==> config.mk <==
export PLATFORM = sky130hd
export DESIGN_NAME = int_iq4_issue_ctrl
export DESIGN_NICKNAME = d
export VERILOG_FILES = /design/src/rtl/int_iq4_issue_ctrl.sv
export SDC_FILE = /design/constraint.sdc
export NUM_CORES = 1
export LEC_CHECK = 0
export ABC_AREA = 0
export CAP_MARGIN = 30
export CELL_PAD_IN_SITES_DETAIL_PLACEMENT = 0
export CELL_PAD_IN_SITES_GLOBAL_PLACEMENT = 1
export CORE_MARGIN = 5
export CORE_UTILIZATION = 54
export DETAILED_ROUTE_END_ITERATION = 8
export PLACE_DENSITY_LB_ADDON = 0.2
export SETUP_SLACK_MARGIN = 0.2
export SYNTH_ARGS = -nofsm -noshare
export SYNTH_HDL_FRONTEND = slang
export SYNTH_SLANG_ARGS = --single-unit
==> constraint.sdc <==
create_clock -name Clk -period 6.55 [get_ports Clk]
set_input_delay 1.31 -clock Clk [delete_from_list [all_inputs] [get_ports Clk]]
set_output_delay 1.31 -clock Clk [all_outputs]
set_load 0.005 [all_outputs]
==> src/rtl/int_iq4_issue_ctrl.sv <==
// 8-entry integer issue-queue controller: allocates slots from the IQ free list,
// tracks operand readiness, issues the oldest ready micro-op and returns its slot tag.
module int_iq4_issue_ctrl #(
    parameter int UOPW  = 32,
    parameter int PREGW = 6,
    parameter int SLOTW = 5
) (
    input  logic             Clk,
    input  logic             Rest,
    input  logic             DispValid,
    input  logic [UOPW-1:0]  DispUop,
    input  logic [PREGW-1:0] DispSrc1,
    input  logic [PREGW-1:0] DispSrc2,
    input  logic             DispRdy1,
    input  logic             DispRdy2,
    output logic             DispReady,
    input  logic             FreeEmpty,
    input  logic [SLOTW-1:0] FreePreOut,
    output logic             FreeRable,
    output logic             FreeWable,
    output logic [SLOTW-1:0] FreeDin,
    output logic             FreeClean,
    input  logic             WakeValid,
    input  logic [PREGW-1:0] WakeTag,
    output logic             IssueValid,
    output logic [UOPW-1:0]  IssueUop,
    output logic [SLOTW-1:0] IssueSlot,
    input  logic             IssueReady,
    input  logic             Flush
);

    localparam int N = 8;

    logic [N-1:0]     valid;
    logic [N-1:0]     rdy1;
    logic [N-1:0]     rdy2;
    logic [UOPW-1:0]  uop  [N];
    logic [PREGW-1:0] src1 [N];
    logic [PREGW-1:0] src2 [N];
    logic [N-1:0]     age  [N];

    logic [N-1:0] ready;
    logic [N-1:0] win_oh;
    logic [2:0]   win_idx;
    logic         found;
    logic         disp_ok;
    logic         fire;
    logic [2:0]   disp_idx;
    logic [N-1:0] disp_oh;
    logic [N-1:0] issue_oh;
    logic         wake1;
    logic         wake2;

    assign ready = valid & rdy1 & rdy2;

    // Age matrix guarantees a single oldest ready entry; the scan just encodes it.
    always_comb begin
        win_oh  = '0;
        win_idx = '0;
        found   = 1'b0;
        for (int i = 0; i < N; i++) begin
            if (!found && ready[i] && ((age[i] & ready) == '0)) begin
                found      = 1'b1;
                win_idx    = 3'(i);
                win_oh[i]  = 1'b1;
            end
        end
    end

    assign disp_ok  = Rest & DispValid & ~FreeEmpty & ~Flush;
    assign disp_idx = FreePreOut[4:2];
    assign disp_oh  = disp_ok ? (N'(1) << disp_idx) : '0;

    assign IssueValid = Rest & ~Flush & (|ready);
    assign fire       = IssueValid & IssueReady;
    assign issue_oh   = fire ? win_oh : '0;

    assign DispReady = disp_ok;
    assign FreeRable = disp_ok;
    assign FreeWable = fire;
    assign FreeClean = Rest & Flush;
    assign IssueSlot = IssueValid ? {win_idx, 2'b11} : '0;
    assign IssueUop  = IssueValid ? uop[win_idx] : '0;
    assign FreeDin   = fire ? IssueSlot : '0;

    assign wake1 = WakeValid && (WakeTag == DispSrc1);
    assign wake2 = WakeValid && (WakeTag == DispSrc2);

    always_ff @(posedge Clk) begin
        if (!Rest || Flush) begin
            valid <= '0;
            rdy1  <= '0;
            rdy2  <= '0;
            for (int i = 0; i < N; i++) age[i] <= '0;
        end else begin
            for (int i = 0; i < N; i++) begin
                if (disp_oh[i]) begin
                    valid[i] <= 1'b1;
                    uop[i]   <= DispUop;
                    src1[i]  <= DispSrc1;
                    src2[i]  <= DispSrc2;
                    rdy1[i]  <= DispRdy1 | wake1;
                    rdy2[i]  <= DispRdy2 | wake2;
                    age[i]   <= valid & ~issue_oh;
                end else begin
                    if (issue_oh[i])
                        valid[i] <= 1'b0;
                    if (valid[i] && WakeValid && WakeTag == src1[i])
                        rdy1[i] <= 1'b1;
                    if (valid[i] && WakeValid && WakeTag == src2[i])
                        rdy2[i] <= 1'b1;
                    age[i] <= age[i] & ~(disp_oh | issue_oh);
                end
            end
        end
    end

endmodule

==> impl_metrics.json <==
{
  "grt_pass1_wl_mm": 73.7,
  "synth_edf_count": 416,
  "avgSynthCellArea_sq_um": 14.5,
  "rsz0062_at_grt": "false",
  "rr_startpoint": "valid[5]",
  "synth.distinct_cells": 69,
  "antenna_found_initial": 1,
  "ys_async_sr_fraction_pct": 0,
  "cts_resized": 0,
  "cts_root_buffer": "clkbuf_16",
  "crit_required_ps": 5240,
  "syn_area_sq_um": 18600,
  "clk_latency_ps": 560,
  "port_buffers": 108,
  "core_sq_um": 33700,
  "tightest_slew_ps": 1040,
  "placed_area_sq_um": 20300,
  "drc_errors": 0,
  "final.setup_skew_ps": 31.8,
  "synth_fa_ha_area_share_pct": 0,
  "die_h_um": 195,
  "grt_overflow_total": 0,
  "pre_cts_slack_ps": 1260,
  "synth_top_family_by_area": "compound AO/OA/AOI/OAI gates",
  "track_usage_pct": 25.0,
  "rows": 67,
  "ant_nets": 0,
  "relSlewSlack_pct": 30.7,
  "start_util_pct": 55.1,
  "avgViaCountPerCell": 6.28,
  "min_period_ps": 5700,
  "dr_wl_met2_mm": 23.3,
  "clock-sinks": 440,
  "power_per_cell_area_nw_per_um2": 270,
  "fill_cells": 2507,
  "drv_cap": 0,
  "synthMuxAreaShare_pct": 0,
  "period_share_pct": 87.0,
  "ys_seq_elements": 440,
  "vias": 12100,
  "grt_pass1_vias": 11800,
  "synth_compound_area_share_pct": 15.0,
  "ir_worst_vdd_v": 0.000224,
  "first_pass_iters": 6,
  "routed_wl_mm": 48.8,
  "wl_met3_mm": 3.58,
  "drt_first_iter_violations": 1347,
  "status": "finished clean",
  "yosysSeqAreaShare_pct": 69.9,
  "antennaDiodeCount": 0,
  "final_area_sq_um": 21800,
  "reg2reg_slack_ps": 3210,
  "hold_viol": 0,
  "hp-start": "age[1][13]",
  "detail_route.wl_per_cell_um": 25.3,
  "cts_tree": "yes",
  "post_cts_buffers": 0,
  "synthCells": 1282,
  "drive_gt1_share_pct": 9.87,
  "cp_max_fo": 64,
  "grt_max_degree": 67,
  "die-area_sq_um": 38200,
  "max_freq_ghz": 0.176,
  "postCtsHoldBufs": 0,
  "arrival_ps": 4390,
  "drv_slew": 0,
  "dpl.hpwl_mm": 28.9,
  "synthXorXnorAreaFrac_pct": 5.10,
  "syn_to_final_growth_pct": 17.7,
  "worstSetupPathType": "register to output pin",
  "routabilityCongestion": 0.864,
  "htree_levels": 2,
  "m1WireLength_mm": 20.9,
  "yosys_warnings": 0,
  "io_pins": 111,
  "path_clk_slew_ps": 60,
  "setup_viol": 0,
  "fin_setup_tns_ps": 0,
  "die_x_um": 195,
  "cts-buffers-inserted": 45,
  "critPathCaptureType": "output pin",
  "setup.worst_path.start_class": "register",
  "holdCritPathClass": "register to register",
  "nNetsFinal": 1506,
  "top_layer_used": "met5",
  "synth_flop_cell": "edfxtp_1",
  "cts_buffer_depth": 3,
  "layout_setup_ws_ps": 854,
  "synthSimpleGateAreaFrac_pct": 7.13,
  "leakage_nw": 6.94,
  "cp-startpoint": "valid[4]"
}
[power breakdown]
| group | internal (W) | leakage, nW | switching, W |
|---|---|---|---|
| clock network | 0.00151 | 0.743 | 0.00107 |
| registers | 0.00311 | 4.02 | 0.0000194 |
| logic | 0.0000743 | 2.18 | 0.000112 |
| total | 0.00470 | 6.94 | 0.00120 |
[cells in the mapped netlist, types with 11 or more instances]
cell type	instances	area share, %
a211oi_1	70	2.8
a21oi_1	37	1.0
a41oi_1	16	0.76
buf_2	37	1.0
buf_4	11	0.44
clkbuf_1	42	0.85
dfxtp_1	24	2.6
edfxtp_1	416	67
inv_1	20	0.40
nand2_1	79	1.6
nand3_1	52	1.4
nand4_1	31	1.0
nor2_1	20	0.40
nor4_1	18	0.61
o21a_1	64	2.6
o21ai_0	14	0.38
o21ai_1	12	0.32
o221ai_1	59	2.8
o22ai_1	62	2.1
xnor2_1	54	2.5
xor2_1	54	2.5
[cell families (layout without fill, tap and decap cells)]
family,after synthesis,in the layout
flip-flops,440,440
AO/OA/AOI/OAI,373,373
AND/OR/NAND/NOR,246,246
buffers and inverters,114,248
XOR/XNOR,108,108
other,1,64
[worst paths after layout]
check / cells after the start / endpoint
min reg2reg: 2 / age[1][13]
min: 2 / age[1][13]
max: 9 / IssueUop[17]
max reg2reg: 7 / age[1][14]
[routing by layer]
metal | track usage, % | vias up
met5 | 0 | -
met3 | 3.62 | 75
met1 | 37.3 | 6096
met4 | 6.08 | 2
met2 | 39.3 | 535
li1 | - | 5399
[flip-flops by register name, summed over array words and instances (netlist names)]
name and flops:
rdy2 8, age 64, valid 8, src1 48
rdy1 8, uop 256, src2 48
[layout by cell type, fill, tap and decap left out, types with 8 or more instances in the layout]
cell,count
a211oi_1,69
o21ai_0,14
o21ai_1,11
a21oi_1,37
inv_1,13
o22ai_1,62
o21a_1,64
xor2_1,54
clkinv_2,13
xnor2_1,54
edfxtp_1,416
a41oi_1,16
nand2_1,79
buf_4,32
nand4_1,31
nand3_1,52
dfxtp_1,24
nor2_1,19
o221ai_1,59
clkbuf_16,47
inv_2,8
clkdlybuf4s50_1,108
nor4_1,18
conb_1,64
[worst max-delay path, cell delays in order, from the launching register on]
cell	delay, ps
dfxtp_1	730
nand3_1	280
a211o_1	370
or3_4	450
o21bai_4	160
buf_4	630
o21a_1	180
a211oi_1	50
o22ai_1	340
clkdlybuf4s50_1	570
[layout make-up]
class / instances / area (sq um) / share of cell area [%]
Multi-Input combinational cell: 791 / 5350 / 24.5
Clock buffer: 57 / 1240 / 5.69
Sequential cell: 440 / 13000 / 59.4
Inverter: 21 / 78.8 / 0.361
Timing Repair Buffer: 143 / 1390 / 6.36
Clock inverter: 27 / 256 / 1.17
Tap cell: 448 / 561 / 2.57
[through the flow]
step / power (W) / util (%) / cells / hold WS (ps)
6_report: 0.00590 / 64.8 / 1927 / 594
5_1_grt: 0.00607 / 64.8 / 1927 / 629
4_1_cts: 0.00592 / 64.8 / 1927 / 590
3_5_place_dp: 0.00338 / 60.4 / 1843 / 576
3_3_place_gp: 0.00337 / 60.3 / 1842 / 563
2_1_floorplan: 0.00327 / - / 1345 / 520
No activity file was read; power rests on OpenSTA's default activity.
